==> src/rtl/vga_pkg.sv <==
// -----------------------------------------------------------------------------
// vga_pkg
// Shared types and constants for the VGA test-pattern generator.
//   - mode_e      : selectable test pattern
//   - VGA_*       : default 640x480@60 timing (pixel counts / line counts)
//   - BAR_*       : colour-bar index constants, left to right
//   - bar_rgb()   : maps a bar index to a {r,g,b} on/off mask
//   - max3()      : widest of three channel widths
// -----------------------------------------------------------------------------
package vga_pkg;

  typedef enum logic [1:0] {
    MODE_BARS     = 2'd0,
    MODE_CHECKER  = 2'd1,
    MODE_GRADIENT = 2'd2,
    MODE_SQUARE   = 2'd3
  } mode_e;

  localparam int VGA_H_ACTIVE = 640;
  localparam int VGA_H_FP     = 16;
  localparam int VGA_H_SYNC   = 96;
  localparam int VGA_H_BP     = 48;
  localparam int VGA_V_ACTIVE = 480;
  localparam int VGA_V_FP     = 10;
  localparam int VGA_V_SYNC   = 2;
  localparam int VGA_V_BP     = 33;

  localparam logic [2:0] BAR_WHITE   = 3'd0;
  localparam logic [2:0] BAR_YELLOW  = 3'd1;
  localparam logic [2:0] BAR_CYAN    = 3'd2;
  localparam logic [2:0] BAR_GREEN   = 3'd3;
  localparam logic [2:0] BAR_MAGENTA = 3'd4;
  localparam logic [2:0] BAR_RED     = 3'd5;
  localparam logic [2:0] BAR_BLUE    = 3'd6;
  localparam logic [2:0] BAR_BLACK   = 3'd7;

  // Returns {r_on, g_on, b_on}; each channel is either fully on or off.
  function automatic logic [2:0] bar_rgb(input logic [2:0] idx);
    case (idx)
      BAR_WHITE:   return 3'b111;
      BAR_YELLOW:  return 3'b110;
      BAR_CYAN:    return 3'b011;
      BAR_GREEN:   return 3'b010;
      BAR_MAGENTA: return 3'b101;
      BAR_RED:     return 3'b100;
      BAR_BLUE:    return 3'b001;
      default:     return 3'b000;
    endcase
  endfunction

  function automatic int max3(input int a, input int b, input int c);
    int m;
    m = (a > b) ? a : b;
    return (m > c) ? m : c;
  endfunction

endpackage

==> src/rtl/btn_debounce.sv <==
// -----------------------------------------------------------------------------
// btn_debounce
// Two-flop synchroniser followed by a stability counter. The debounced level
// only changes after DEBOUNCE_CYCLES consecutive synchronised samples that
// differ from it; a one-clock pulse marks each accepted rising level.
// Ports:
//   clock    in  system clock
//   reset_n  in  synchronous active-low reset
//   btn_raw  in  raw asynchronous button
//   rise     out one-clock pulse on an accepted 0->1 transition
// -----------------------------------------------------------------------------
module btn_debounce #(
  parameter int DEBOUNCE_CYCLES = 1000000
) (
  input  logic clock,
  input  logic reset_n,
  input  logic btn_raw,
  output logic rise
);

  localparam int CW = (DEBOUNCE_CYCLES > 1) ? $clog2(DEBOUNCE_CYCLES) : 1;
  localparam logic [CW-1:0] CNT_LAST = CW'(DEBOUNCE_CYCLES - 1);

  logic          sync1_q, sync1_d;
  logic          sync2_q, sync2_d;
  logic          level_q, level_d;
  logic          rise_q, rise_d;
  logic [CW-1:0] cnt_q, cnt_d;

  always_comb begin
    sync1_d = btn_raw;
    sync2_d = sync1_q;
    level_d = level_q;
    rise_d  = 1'b0;
    cnt_d   = '0;
    // Any sample equal to the current level restarts the count.
    if (sync2_q != level_q) begin
      if (cnt_q == CNT_LAST) begin
        level_d = sync2_q;
        rise_d  = sync2_q;
      end else begin
        cnt_d = cnt_q + 1'b1;
      end
    end
  end

  always_ff @(posedge clock) begin
    if (!reset_n) begin
      sync1_q <= 1'b0;
      sync2_q <= 1'b0;
      level_q <= 1'b0;
      rise_q  <= 1'b0;
      cnt_q   <= '0;
    end else begin
      sync1_q <= sync1_d;
      sync2_q <= sync2_d;
      level_q <= level_d;
      rise_q  <= rise_d;
      cnt_q   <= cnt_d;
    end
  end

  assign rise = rise_q;

endmodule

==> src/rtl/vga_pattern_gen.sv <==
// -----------------------------------------------------------------------------
// vga_pattern_gen
// Parametrised VGA timing and test-pattern generator. A clock divider makes
// the pixel tick; h/v counters produce sync, and the selected pattern gives
// the colour. Everything on the pins is registered on the tick from the same
// h/v value, so sync, colour, active and frame_start are aligned.
// The button (debounced) sets a sticky pending flag; the mode only advances
// at the tick of pixel (0,0), so it never changes mid-frame.
// Optional feature macro: VGA_MOVING_SQUARE_EN adds the bouncing-square mode
// (modes 0->1->2->3->0); without it modes cycle 0->1->2->0.
// Ports:
//   clock, reset_n              system clock, synchronous active-low reset
//   Btn1                        raw mode-advance button
//   Horizonatalsync/Verticalsync sync outputs (asserted level = *_POL)
//   red/green/blue              pixel colour
//   active                      registered pixel is visible
//   frame_start                 one-clock pulse with registered pixel (0,0)
// -----------------------------------------------------------------------------
module vga_pattern_gen
  import vga_pkg::*;
#(
  parameter int H_ACTIVE        = VGA_H_ACTIVE,
  parameter int H_FP            = VGA_H_FP,
  parameter int H_SYNC          = VGA_H_SYNC,
  parameter int H_BP            = VGA_H_BP,
  parameter int V_ACTIVE        = VGA_V_ACTIVE,
  parameter int V_FP            = VGA_V_FP,
  parameter int V_SYNC          = VGA_V_SYNC,
  parameter int V_BP            = VGA_V_BP,
  parameter bit HSYNC_POL       = 1'b0,
  parameter bit VSYNC_POL       = 1'b0,
  parameter int R_W             = 3,
  parameter int G_W             = 3,
  parameter int B_W             = 2,
  parameter int CLK_DIV         = 4,
  parameter int DEBOUNCE_CYCLES = 1000000,
  parameter int CHECK_LOG2      = 5,
  parameter int SQ_SIZE         = 32
) (
  input  logic           clock,
  input  logic           reset_n,
  input  logic           Btn1,
  output logic           Horizonatalsync,
  output logic           Verticalsync,
  output logic [R_W-1:0] red,
  output logic [G_W-1:0] green,
  output logic [B_W-1:0] blue,
  output logic           active,
  output logic           frame_start
);

  localparam int H_TOTAL   = H_ACTIVE + H_FP + H_SYNC + H_BP;
  localparam int V_TOTAL   = V_ACTIVE + V_FP + V_SYNC + V_BP;
  localparam int HW        = $clog2(H_TOTAL);
  localparam int VW        = $clog2(V_TOTAL);
  localparam int DW        = (CLK_DIV > 1) ? $clog2(CLK_DIV) : 1;
  localparam int MAX_W     = max3(R_W, G_W, B_W);
  localparam int GRAD_RAW  = H_ACTIVE / (1 << MAX_W);
  localparam int GRAD_STEP = (GRAD_RAW < 1) ? 1 : GRAD_RAW;
  localparam int GW        = (GRAD_STEP > 1) ? $clog2(GRAD_STEP) : 1;

  localparam logic [DW-1:0] DIV_LAST  = DW'(CLK_DIV - 1);
  localparam logic [HW-1:0] H_LAST    = HW'(H_TOTAL - 1);
  localparam logic [VW-1:0] V_LAST    = VW'(V_TOTAL - 1);
  localparam logic [HW-1:0] H_ACT     = HW'(H_ACTIVE);
  localparam logic [VW-1:0] V_ACT     = VW'(V_ACTIVE);
  localparam logic [HW-1:0] HS_START  = HW'(H_ACTIVE + H_FP);
  localparam logic [HW-1:0] HS_END    = HW'(H_ACTIVE + H_FP + H_SYNC);
  localparam logic [VW-1:0] VS_START  = VW'(V_ACTIVE + V_FP);
  localparam logic [VW-1:0] VS_END    = VW'(V_ACTIVE + V_FP + V_SYNC);
  localparam logic [GW-1:0] GRAD_LAST = GW'(GRAD_STEP - 1);

  logic [DW-1:0]    div_q, div_d;
  logic [HW-1:0]    h_q, h_d;
  logic [VW-1:0]    v_q, v_d;
  mode_e            mode_q, mode_d, mode_nxt, mode_cur;
  logic             pending_q, pending_d;
  logic [MAX_W-1:0] level_q, level_d;
  logic [GW-1:0]    gstep_q, gstep_d;
  logic             hsync_q, hsync_d, vsync_q, vsync_d;
  logic             active_q, active_d, fs_q, fs_d;
  logic [R_W-1:0]   red_q, red_d;
  logic [G_W-1:0]   green_q, green_d;
  logic [B_W-1:0]   blue_q, blue_d;
  logic             tick, h_last, v_last, origin, load_mode, visible;
  logic             btn_rise;
  logic [2:0]       bar_idx, bar_mask;
  logic             in_square;

  btn_debounce #(
    .DEBOUNCE_CYCLES(DEBOUNCE_CYCLES)
  ) u_btn1 (
    .clock  (clock),
    .reset_n(reset_n),
    .btn_raw(Btn1),
    .rise   (btn_rise)
  );

`ifdef VGA_MOVING_SQUARE_EN
  localparam logic [HW-1:0] SX_MAX = HW'(H_ACTIVE - SQ_SIZE);
  localparam logic [VW-1:0] SY_MAX = VW'(V_ACTIVE - SQ_SIZE);
  localparam logic [HW-1:0] SQ_H   = HW'(SQ_SIZE);
  localparam logic [VW-1:0] SQ_V   = VW'(SQ_SIZE);

  logic [HW-1:0] sx_q, sx_d;
  logic [VW-1:0] sy_q, sy_d;
  logic          sx_neg_q, sx_neg_d, sy_neg_q, sy_neg_d;

  // The square moves once per displayed square frame, on the last tick of the
  // frame, so the first square frame shows the position it was entered with.
  always_comb begin
    sx_d     = sx_q;
    sy_d     = sy_q;
    sx_neg_d = sx_neg_q;
    sy_neg_d = sy_neg_q;
    if (tick && h_last && v_last && mode_q == MODE_SQUARE) begin
      if (!sx_neg_q) begin
        if (sx_q == SX_MAX) begin sx_neg_d = 1'b1; sx_d = sx_q - 1'b1; end
        else sx_d = sx_q + 1'b1;
      end else begin
        if (sx_q == '0) begin sx_neg_d = 1'b0; sx_d = sx_q + 1'b1; end
        else sx_d = sx_q - 1'b1;
      end
      if (!sy_neg_q) begin
        if (sy_q == SY_MAX) begin sy_neg_d = 1'b1; sy_d = sy_q - 1'b1; end
        else sy_d = sy_q + 1'b1;
      end else begin
        if (sy_q == '0) begin sy_neg_d = 1'b0; sy_d = sy_q + 1'b1; end
        else sy_d = sy_q - 1'b1;
      end
    end
    in_square = (h_q >= sx_q) && ((h_q - sx_q) < SQ_H) &&
                (v_q >= sy_q) && ((v_q - sy_q) < SQ_V);
  end

  always_ff @(posedge clock) begin
    if (!reset_n) begin
      sx_q     <= '0;
      sy_q     <= '0;
      sx_neg_q <= 1'b0;
      sy_neg_q <= 1'b0;
    end else begin
      sx_q     <= sx_d;
      sy_q     <= sy_d;
      sx_neg_q <= sx_neg_d;
      sy_neg_q <= sy_neg_d;
    end
  end
`else
  assign in_square = 1'b0;
`endif

  always_comb begin
    tick   = (div_q == DIV_LAST);
    h_last = (h_q == H_LAST);
    v_last = (v_q == V_LAST);
    origin = (h_q == '0) && (v_q == '0);

    div_d = tick ? '0 : div_q + 1'b1;
    h_d   = h_q;
    v_d   = v_q;
    if (tick) begin
      h_d = h_last ? '0 : h_q + 1'b1;
      if (h_last) v_d = v_last ? '0 : v_q + 1'b1;
    end

    case (mode_q)
      MODE_BARS:     mode_nxt = MODE_CHECKER;
      MODE_CHECKER:  mode_nxt = MODE_GRADIENT;
`ifdef VGA_MOVING_SQUARE_EN
      MODE_GRADIENT: mode_nxt = MODE_SQUARE;
`else
      MODE_GRADIENT: mode_nxt = MODE_BARS;
`endif
      default:       mode_nxt = MODE_BARS;
    endcase

    // Pixel (0,0) is already rendered in the newly selected mode.
    load_mode = tick && origin && pending_q;
    mode_d    = load_mode ? mode_nxt : mode_q;
    mode_cur  = mode_d;
    pending_d = pending_q;
    if (load_mode) pending_d = 1'b0;
    if (btn_rise)  pending_d = 1'b1;

    // Gradient level tracks the current h: level = h / GRAD_STEP.
    level_d = level_q;
    gstep_d = gstep_q;
    if (tick) begin
      if (h_last) begin
        level_d = '0;
        gstep_d = '0;
      end else if (gstep_q == GRAD_LAST) begin
        level_d = level_q + 1'b1;
        gstep_d = '0;
      end else begin
        gstep_d = gstep_q + 1'b1;
      end
    end

    bar_idx = '0;
    for (int k = 1; k < 8; k++)
      if (h_q >= HW'((k * H_ACTIVE) / 8)) bar_idx = bar_idx + 3'd1;
    bar_mask = bar_rgb(bar_idx);

    visible = (h_q < H_ACT) && (v_q < V_ACT);

    hsync_d  = hsync_q;
    vsync_d  = vsync_q;
    active_d = active_q;
    red_d    = red_q;
    green_d  = green_q;
    blue_d   = blue_q;
    fs_d     = tick && origin;
    if (tick) begin
      hsync_d  = ((h_q >= HS_START) && (h_q < HS_END)) ? HSYNC_POL : ~HSYNC_POL;
      vsync_d  = ((v_q >= VS_START) && (v_q < VS_END)) ? VSYNC_POL : ~VSYNC_POL;
      active_d = visible;
      red_d    = '0;
      green_d  = '0;
      blue_d   = '0;
      if (visible) begin
        case (mode_cur)
          MODE_BARS: begin
            red_d   = {R_W{bar_mask[2]}};
            green_d = {G_W{bar_mask[1]}};
            blue_d  = {B_W{bar_mask[0]}};
          end
          MODE_CHECKER: begin
            if (h_q[CHECK_LOG2] ^ v_q[CHECK_LOG2]) begin
              red_d   = '1;
              green_d = '1;
              blue_d  = '1;
            end
          end
          MODE_GRADIENT: begin
            red_d   = level_q[MAX_W-1 -: R_W];
            green_d = level_q[MAX_W-1 -: G_W];
            blue_d  = level_q[MAX_W-1 -: B_W];
          end
          default: begin
            if (in_square) begin
              red_d   = '1;
              green_d = '1;
              blue_d  = '1;
            end
          end
        endcase
      end
    end
  end

  always_ff @(posedge clock) begin
    if (!reset_n) begin
      div_q     <= '0;
      h_q       <= '0;
      v_q       <= '0;
      mode_q    <= MODE_BARS;
      pending_q <= 1'b0;
      level_q   <= '0;
      gstep_q   <= '0;
      hsync_q   <= ~HSYNC_POL;
      vsync_q   <= ~VSYNC_POL;
      active_q  <= 1'b0;
      fs_q      <= 1'b0;
      red_q     <= '0;
      green_q   <= '0;
      blue_q    <= '0;
    end else begin
      div_q     <= div_d;
      h_q       <= h_d;
      v_q       <= v_d;
      mode_q    <= mode_d;
      pending_q <= pending_d;
      level_q   <= level_d;
      gstep_q   <= gstep_d;
      hsync_q   <= hsync_d;
      vsync_q   <= vsync_d;
      active_q  <= active_d;
      fs_q      <= fs_d;
      red_q     <= red_d;
      green_q   <= green_d;
      blue_q    <= blue_d;
    end
  end

  assign Horizonatalsync = hsync_q;
  assign Verticalsync    = vsync_q;
  assign red             = red_q;
  assign green           = green_q;
  assign blue            = blue_q;
  assign active          = active_q;
  assign frame_start     = fs_q;

endmodule

==> config.mk <==
export PLATFORM = sky130hd
export DESIGN_NAME = vga_pattern_gen
export DESIGN_NICKNAME = d
export VERILOG_FILES = /design/src/rtl/vga_pkg.sv /design/src/rtl/btn_debounce.sv /design/src/rtl/vga_pattern_gen.sv
export SDC_FILE = /design/constraint.sdc
export NUM_CORES = 1
export LEC_CHECK = 0
export BUFFER_PORTS_ARGS = -buffer_cell sky130_fd_sc_hd__buf_2
export CORE_MARGIN = 2
export CORE_UTILIZATION = 62
export CTS_CLUSTER_DIAMETER = 60
export DETAILED_ROUTE_END_ITERATION = 8
export GPL_ROUTABILITY_DRIVEN = 1
export PLACE_DENSITY = 0.86
export SYNTH_ARGS = -nofsm -noshare
export SYNTH_HDL_FRONTEND = slang
export SYNTH_HIERARCHICAL = 1
export SYNTH_SLANG_ARGS = --single-unit
==> constraint.sdc <==
create_clock -name clock -period 4.5 [get_ports clock]
set_input_delay 0.9 -clock clock [delete_from_list [all_inputs] [get_ports clock]]
set_output_delay 0.9 -clock clock [all_outputs]
set_load 0.01 [all_outputs]
==> flow_summary.toml <==
[outcome]
status = "completed"

[floorplanning]
rows = 28
die-height_um = 82.8
ioPinCount = 15
coreArea_um2 = 5960
die_w_um = 82.8
die_area_um2 = 6850
start_util_pct = 64.6

[clocking]
cts_setup_buffers = 0
cts_inserted_buffers = 9
cts_tree = "yes"
path_clk_slew_ns = 0.07
cts_buffer_depth = 2
cts_resized = 0
hold_buffers = 0
clk_latency_ns = 0.35
numClockSinks = 71
htreeDepth = 3
clockRootBuffer = "clkbuf_8"

[final_layout]
nNetsFinal = 475
utilization_pct = 69.7
drive_gt1_share_pct = 13.0
ff_latch_area_um2 = 1420
num_antenna_cells = 0
multi_input_area_um2 = 2240
fillCellCount = 477
syn_to_final_growth_pct = 7.87

[pwr]
total_power_uw = 1210
swShare_pct = 22.3
p_switching_uw = 270
power_leakage_uw = 0.00159
p_comb_share_pct = 3.8
ir_drop_uv = 208
clockPowerShare_pct = 43.1
intPower_uw = 943
p_per_area_nw_per_um2 = 292
seqPwrFrac_pct = 53.1

[global_routing]
grt_max_degree = 20
grt_pass1_vias = 2881
grt_overflow_total = 0
grt_antenna_before_repair = 0
grt_use_total_pct = 23.8
grt_pass1_wl_um = 12600

[critical_path]
setup.worst_path.start_class = "flop"
reg2reg_slack_ns = 0.26
rr_worst_depth = 20
timing.rr.end = "green[0]"
endpoint_kind = "flop"
cp_data_required_time_ns = 4.71
arrival_ns = 4.45
r2r-start = "h_q[6]"
critical_path_class = "flop to flop"
path_max_fanout = 9
crit_path_start = "h_q[6]"
crit_end = "green[0]"

[min_path]
hp-class = "flop to flop"

[detailed_routing]
first_iter_violations = 220
drt_drc_violations_left = 0
antenna_left = 0
drtPass1Iterations = 5
vias = 3240
vias_per_cell = 6.02
wl_per_cell_um = 14.5
drt-total-wl_um = 7810

[placement]
hpwlAfterDp_um = 5580
post-place-ws_ns = 0.161
io_buffers = 14
gp_congestion = 0.874

[synthesis]
synth_common_cells = "dfxtp_1 (71), nor2_1 (59), nand2_1 (39)"
yosysUniqueCellTypes = 70
yosysTopAreaCell = "dfxtp_1"
yosysWarnings = 6
synth_top_area_share_pct = 36.9
synthArstFlopShare_pct = 0
synthCells = 445
synth-edff-count = 0
synth_area_um2 = 3850
seq_area_frac_synth_pct = 36.9
synth_area_per_cell_um2 = 8.65
synth_seq_cells = 71
synth_flop_cell = "dfxtp_1"
yosys-top-cells-area = "dfxtp_1 (37%), nor2_1 (5.8%), xnor2_1 (5.2%), ha_1 (4.6%), xor2_1 (4.1%)"
synth_nets = 462
yosysMostFrequentCell = "dfxtp_1"

[sta]
relSlewSlack_pct = 49.8
final.setup_skew_ns = 0.0117
final_max_slew_viol_count = 0
setup_ws_ns = 0.264
hold_violations = 0
worst_pin_slew_ns = 0.752
fin_tns_setup_ns = 0
period_needed_ns = 4.24
clock.fmax_mhz = 236
setup_viol = 0
rsz0062_at_grt = "no"
period_share_pct = 94.1

[run]
cap_viol_max_count = 0
[layout by cell type, fill, tap and decap left out, drive strengths merged, types with 3 or more instances in the layout]
cell type / Yosys / layout
or3: 9 / 9
nand2: 40 / 40
buf: 14 / 20
nor4b: 6 / 6
a21oi: 19 / 19
dfxtp: 71 / 71
and2: 11 / 11
nor3: 8 / 8
o21ai: 15 / 15
nor2: 59 / 59
or4: 5 / 5
nor4: 8 / 8
o31ai: 4 / 4
inv: 18 / 18
clkbuf: 4 / 12
ha: 14 / 14
o211ai: 5 / 5
a31oi: 3 / 3
nand3: 25 / 25
nand4: 16 / 16
nor2b: 4 / 4
and3: 9 / 9
xnor2: 24 / 24
xor2: 18 / 18
[per-layer routing]
metal / wire, um / up-vias / GRT usage, % / share of wire [%]
li1: - / 1604 / - / -
met1: 3410 / 1522 / 27.3 / 44
met2: 3900 / 96 / 41.5 / 50
met3: 334 / 18 / 6.60 / 4.3
met4: 163 / 0 / 10.2 / 2.1
met5: 0 / - / 0 / 0
[worst max-delay path, cell delays in order (launching register included)]
cell and delay (ns):
dfxtp_2 0.44, o21ai_0 0.13, and2_1 0.19, ha_1 0.40, xor2_1 0.20, ha_1 0.31, a21oi_1 0.13, a31oi_1 0.07
ha_1 0.30, nand2_1 0.08, nand2_1 0.06, ha_1 0.28, nor2_1 0.23, nor2_1 0.07, ha_1 0.21, nand3b_1 0.10
a21oi_1 0.07, nor4_1 0.33, xnor3_1 0.27, nand2_1 0.13, nand3_1 0.09
[registers in the layout (all words and copies together) (netlist names)]
signal	cells
frame_start	1
level_q	3
u_btn1/sync2_q	1
gstep_q	7
u_btn1/sync1_q	1
div_q	2
active	1
u_btn1/level_q	1
pending_q	1
red	3
u_btn1/cnt_q	20
mode_q	2
Verticalsync	1
h_q	10
green	3
u_btn1/rise	1
v_q	10
blue	2
Horizonatalsync	1
[cell type report]
class | count | area share (%)
multi-input combinational | 337 | 53.9
clock buffer | 12 | 3.74
inverter | 19 | 1.72
clock inverter | 4 | 1.30
sequential | 71 | 34.3
tap | 75 | 2.26
timing repair buffer | 20 | 2.77
[worst min path at each step]
| stage | slack (ns) | from | cells past startpoint | endpoint |
|---|---|---|---|---|
| after CTS | 0.42 | div_q[0] | 1 | div_q[0] |
| final | 0.42 | div_q[0] | 1 | div_q[0] |
| after detailed placement | 0.41 | div_q[0] | 1 | div_q[0] |
| after global placement | 0.41 | div_q[0] | 1 | div_q[0] |
| after global routing | 0.46 | div_q[0] | 1 | div_q[0] |
| after floorplan | 0.40 | div_q[0] | 1 | div_q[0] |
[cell families (layout without fill, tap and decap cells)]
| kind of cell | count (synthesis) | after routing | share of synthesized area, % |
|---|---|---|---|
| mux | 2 | 2 | 0.520 |
| flops | 71 | 71 | 36.9 |
| simple gates | 213 | 213 | 30.2 |
| fa+ha+maj | 14 | 14 | 4.55 |
| xor+xnor | 43 | 43 | 10.3 |
| buf+inv | 37 | 55 | 5.10 |
| compound gates | 65 | 65 | 12.3 |
[power by group through the flow]
stage | combinational (uW) | sequential, uW | clock (uW)
after floorplan | 28.0 | 662 | 0
after global placement | 44.1 | 659 | 0
after detailed placement | 45.6 | 659 | 0
after CTS | 46.0 | 645 | 533
after global routing | 51.6 | 646 | 563
final | 45.7 | 645 | 523
[metrics by stage]
stage	hold slack (ns)	std cells	area (um2)
3_3_place_gp	0.408	522	3930
4_1_cts	0.425	538	4140
6_report	0.424	538	4150
3_5_place_dp	0.415	522	3930
2_1_floorplan	0.398	445	3850
5_1_grt	0.459	538	4150
Power figures use the tool's default switching activity.
